==> src/rtl/alu_exec_unit.sv <==
// alu_exec_unit: multicycle execute unit (decode ALUOp/funct3/funct7, single-cycle ALU, iterative shifts, optional shift-add multiply)
// Ports: clk, reset (sync, active-high), start, alu_op[1:0], funct7[6:0], funct3[2:0], src_a/src_b[XLEN-1:0] in;
//        busy, done, result[XLEN-1:0], zero, illegal, ctrl[3:0] out.
// Build option: define ALU_MUL_EN to include the MUL state and multiplier datapath.
module alu_exec_unit #(
  parameter int XLEN    = 32,
  parameter int SHAMT_W = 5
) (
  input  logic            clk,
  input  logic            reset,
  input  logic            start,
  input  logic [1:0]      alu_op,
  input  logic [6:0]      funct7,
  input  logic [2:0]      funct3,
  input  logic [XLEN-1:0] src_a,
  input  logic [XLEN-1:0] src_b,
  output logic            busy,
  output logic            done,
  output logic [XLEN-1:0] result,
  output logic            zero,
  output logic            illegal,
  output logic [3:0]      ctrl
);
  typedef enum logic [1:0] {IDLE, EXEC, SHIFT, MUL} state_t;
  localparam logic [3:0] C_AND = 4'b0000, C_OR = 4'b0001, C_ADD = 4'b0010, C_XOR = 4'b0011;
  localparam logic [3:0] C_SLL = 4'b0100, C_SRL = 4'b0101, C_SUB = 4'b0110, C_SRA = 4'b0111;
  localparam logic [3:0] C_SLT = 4'b1000, C_SLTU = 4'b1001, C_ILL = 4'b1111;
`ifdef ALU_MUL_EN
  localparam logic [3:0] C_MUL = 4'b1010;
`endif
  state_t state, state_n;
  logic [3:0] base, dec;
  logic is_shift, is_mul;
  logic [XLEN-1:0] a_q, b_q, acc, alu, sh, res_n;
  logic [SHAMT_W:0] cnt;
  always_comb begin
    base = C_ADD;
    case (funct3)
      3'b001: base = C_SLL;
      3'b010: base = C_SLT;
      3'b011: base = C_SLTU;
      3'b100: base = C_XOR;
      3'b101: base = C_SRL;
      3'b110: base = C_OR;
      3'b111: base = C_AND;
      default: base = C_ADD;
    endcase
  end
  always_comb begin
    dec = C_ILL;
    if (alu_op == 2'b00) dec = C_ADD;
    else if (alu_op == 2'b01) dec = C_SUB;
    else if (alu_op == 2'b11) dec = (funct3 == 3'b101 && funct7[5]) ? C_SRA : base;
    else if (funct7 == 7'b0000000) dec = base;
    else if (funct7 == 7'b0100000) dec = funct3 == 3'b000 ? C_SUB : funct3 == 3'b101 ? C_SRA : C_ILL;
`ifdef ALU_MUL_EN
    else if (funct7 == 7'b0000001) dec = funct3 == 3'b000 ? C_MUL : C_ILL;
`endif
  end
  assign is_shift = dec == C_SLL || dec == C_SRL || dec == C_SRA;
`ifdef ALU_MUL_EN
  assign is_mul = dec == C_MUL;
`else
  assign is_mul = 1'b0;
`endif
  assign alu = ctrl == C_ADD  ? a_q + b_q :
               ctrl == C_SUB  ? a_q - b_q :
               ctrl == C_AND  ? a_q & b_q :
               ctrl == C_OR   ? a_q | b_q :
               ctrl == C_XOR  ? a_q ^ b_q :
               ctrl == C_SLT  ? {{(XLEN-1){1'b0}}, $signed(a_q) < $signed(b_q)} :
               ctrl == C_SLTU ? {{(XLEN-1){1'b0}}, a_q < b_q} : '0;
  assign sh = ctrl == C_SLL ? {acc[XLEN-2:0], 1'b0} : {ctrl == C_SRA & acc[XLEN-1], acc[XLEN-1:1]};
  assign res_n = state == EXEC ? alu : acc;
  assign busy = state != IDLE;
  always_ff @(posedge clk) state <= reset ? IDLE : state_n;
  always_comb begin
    state_n = state;
    case (state)
      IDLE: if (start) state_n = is_shift ? SHIFT : is_mul ? MUL : EXEC;
      EXEC: state_n = IDLE;
      default: if (cnt == '0) state_n = IDLE;
    endcase
  end
  always_ff @(posedge clk) begin
    if (reset) begin
      done <= 1'b0;
      illegal <= 1'b0;
      zero <= 1'b0;
      result <= '0;
      ctrl <= '0;
      a_q <= '0;
      b_q <= '0;
      acc <= '0;
      cnt <= '0;
    end else begin
      done <= 1'b0;
      if (state == IDLE) begin
        if (start) begin
          ctrl <= dec;
          a_q <= src_a;
          b_q <= src_b;
          acc <= is_mul ? '0 : src_a;
          cnt <= is_mul ? (SHAMT_W+1)'(XLEN) : {1'b0, src_b[SHAMT_W-1:0]};
        end
      end else if (state == EXEC || cnt == '0) begin
        result <= res_n;
        zero <= res_n == '0;
        illegal <= state == EXEC && ctrl == C_ILL;
        done <= 1'b1;
      end else if (state == SHIFT) begin
        acc <= sh;
        cnt <= cnt - 1'b1;
      end
`ifdef ALU_MUL_EN
      else begin
        acc <= b_q[0] ? acc + a_q : acc;
        a_q <= a_q << 1;
        b_q <= b_q >> 1;
        cnt <= cnt - 1'b1;
      end
`endif
    end
  end
endmodule
==> config.mk <==
export PLATFORM = sky130hd
export DESIGN_NAME = alu_exec_unit
export DESIGN_NICKNAME = d
export VERILOG_FILES = /design/src/rtl/alu_exec_unit.sv
export SDC_FILE = /design/constraint.sdc
export NUM_CORES = 1
export LEC_CHECK = 0
export BUFFER_PORTS_ARGS = -buffer_cell sky130_fd_sc_hd__buf_2
export CORE_MARGIN = 3
export CORE_UTILIZATION = 35
export DETAILED_ROUTE_END_ITERATION = 7
export PLACE_DENSITY = 0.53
export SLEW_MARGIN = 10
export SYNTH_ARGS = -nofsm -noshare
export SYNTH_HDL_FRONTEND = slang
export SYNTH_SLANG_ARGS = --single-unit
==> constraint.sdc <==
create_clock -name clk -period 9 [get_ports clk]
set_clock_uncertainty 0.1 [all_clocks]
set_input_delay 0.45 -clock clk [delete_from_list [all_inputs] [get_ports clk]]
set_output_delay 0.45 -clock clk [all_outputs]
set_load 0.005 [all_outputs]
==> flow_summary.yaml <==
outcome:
  status: "completed"
yosys:
  yosys_warnings: 0
  synth_area_um2: 11800
  syn_inst: 1653
  synthMuxAreaShare: 0.0323
  synth_top_cell_area_share: 0.242
  post_synth.cell_area_avg_um2: 7.16
  synth_seq_cells: 143
  synth.distinct_cells: 99
  synth_top_area_cell: "dfxtp_1"
  synthSimpleGateAreaFrac: 0.218
  ys_seq_area_frac: 0.242
  synth-edff-count: 0
  yosys.area_share.adder: 0.107
  ys.flop_type: "dfxtp_1"
  synthTopCellsByArea: "dfxtp_1, ha_1, a21oi_1"
  synth_top_family_by_area: "compound AO/OA/AOI/OAI gates"
  async_flop_share: 0
  synth_xor_area_frac: 0.0244
  synth-compound-area-share: 0.293
  synth_nets: 1832
job:
  cap_viol_max_count: 0
min_path:
  holdPathEnd: "b_q[28]"
  hp-start: "src_b[28]"
  hold_path_class: "in -> reg"
  hold_path_depth: 3
worst_setup_path:
  regToRegStartpoint: "ctrl[2]"
  crit_chain: "or2_1, or2_1, nor2_1, a211oi_2, nand3_1, and4_1, o32a_1, or3b_1, nor4b_2, nand4_1, o31ai_2"
  cp.required_ns: 9.27
  max_stage_delay_ns: 0.97
  worstPathArrival_ns: 4.93
  critPathMaxFanout: 19
  reg2reg_to: "zero"
  start_kind: "flop"
  rrSetupSlack_ns: 4.34
  crit_family: "simple AND/OR/NAND/NOR gates"
  path_buf_inv: 0
  cp.depth: 11
  reg2regPathDepth: 11
  crit_type: "reg -> reg"
  worstSetupEndpointType: "flop"
  cp_slowest_cell: "dfxtp_1"
  cp_common_cell: "or2_1"
cts:
  cts_setup_buffers: 0
  cts_buffers: 17
  cts_hold_buf: 0
  cts_max_level: 4
  clk_path_buf_depth: 2
  cts_tree: "built"
  insertion_delay_ns: 0.46
  path_clk_slew_ns: 0.07
  ctsResizeCount: 0
  cts_num_sinks: 143
  root_buffer: "clkbuf_16"
routing:
  final_antenna_net_count: 0
  drc: 0
  drt_first_pass_iters: 5
  via_per_inst: 5.62
  num_vias: 12078
  drt_iter0_markers: 838
  drt-wirelength-per-cell_um: 20.7
  finalWirelength_um: 44600
pwr:
  ir_drop_v: 0.000147
  power_mw: 2.35
  power_density_nw_per_um2: 179
  leakage_nw: 5.11
sta:
  tightest_slew_ns: 1.03
  tns_ns: 0
  whs_ns: 0.128
  slew_headroom: 0.313
  max_freq_mhz: 215
  maxSlewViolCount: 0
  rsz0062_at_grt: "no"
  finalCritPeriodShare: 0.518
  setup_violations: 0
  layout_min_cycle_time_ns: 4.66
  hold_violations: 0
global_routing:
  antenna_found_initial: 0
  gr-total-overflow: 0
  grt_max_degree: 93
  grt_pass1_vias: 11806
  grt_pass1_wl_um: 69800
  grt.total_usage: 0.248
floorplanning:
  pin_count: 119
  die_y_um: 190
  die-area_um2: 36100
  rows: 66
  die_w_um: 190
  core_area_um2: 32900
  initial_core_util: 0.359
finish:
  diodes: 0
  areaGrowthSynthToFinish_pct: 11.0
  post_route_cells_drive_above_1_share: 0.132
  num-nets-final: 1876
placement:
  gp_congestion: 0.938
  io_buffers: 118
  hpwl_um: 32800
cell families after synthesis:
group	after synthesis
AOI/OAI and AO/OA	534
xor gates and xnor gates	33
adders and majority gates	100
buffers and inverters	216
DFF	143
muxes	38
and+or+nand+nor	589
stage by stage:
step	setup WS (ns)	instances	area, µm²	util
5_1_grt	4.22	2151	13100	0.399
2_1_floorplan	5.53	1653	11800	-
3_3_place_gp	4.48	2120	12600	0.381
6_report	4.34	2151	13100	0.399
4_1_cts	4.46	2151	13100	0.399
3_5_place_dp	4.48	2120	12600	0.381
cell usage in the layout (no fill, tap or decap), drive strengths merged, types with 34 or more instances in the layout:
cell and count:
inv 106, o21ai 79, nor3 34, nand2 242, nor2 202, a21oi 240
ha 98, buf 137, mux2i 36, dfxtp 143, a211oi 50
cells in the mapped netlist (8+ instances only):
master / count
nand2_1: 241
a21o_1: 10
and2_1: 9
or3_1: 12
a31oi_1: 20
buf_1: 11
o21bai_1: 10
inv_1: 96
a21oi_1: 236
mux2i_1: 36
nor2_1: 201
buf_2: 15
nand4_1: 12
xnor2_1: 28
clkbuf_1: 64
a211oi_1: 47
dfxtp_1: 143
clkbuf_8: 8
nor3_1: 33
ha_1: 98
o31ai_1: 17
nand3_1: 25
nand2b_1: 10
o211ai_1: 8
o22ai_1: 11
buf_6: 8
nor4_1: 10
o21ai_0: 70
worst max path at each step:
stage	from	endpoint	slack, ns
after floorplan	b_q[0]	zero	5.53
after CTS	ctrl[2]	zero	4.46
after global routing	ctrl[2]	zero	4.22
after global placement	ctrl[2]	zero	4.48
final	ctrl[2]	zero	4.34
after detailed placement	ctrl[2]	zero	4.48
worst reg2reg max path, stage by stage (launching register included):
cell and delay [ns]:
dfxtp_1 0.97, or2_1 0.37, or2_1 0.66, nor2_1 0.12
a211oi_2 0.33, nand3_1 0.18, and4_1 0.24, o32a_1 0.37
or3b_1 0.39, nor4b_2 0.47, nand4_1 0.19, o31ai_2 0.19
per-layer routing:
metal,wire (µm),up-vias,GRT usage,share of wire
met2,20500,387,0.399,0.46
li1,-,5869,-,-
met4,968,0,0.0776,0.022
met5,0,-,0,0
met1,20600,5770,0.342,0.46
met3,2540,52,0.0363,0.057
final cells by class:
class	count	area, µm²
clock buffers	18	429
repair buffers	137	736
well taps	442	553
flip-flops and latches	143	2860
inverters	104	390
multi-input cells	1294	8010
clock inverters	13	163
fillers	3530	19800
sequential cells by signal, summed over array words and instances (netlist names):
signal,count
a_q,32
acc,32
b_q,32
result,32
cnt,6
ctrl,4
state,2
done,1
illegal,1
zero,1
report_power, final:
part	switching, mW	internal (mW)	total [mW]
Clock	0.311	0.435	0.746
Sequential	0.0641	0.690	0.754
Combinational	0.555	0.292	0.848
Total	0.931	1.42	2.35
(Power assumes the default switching activity.)
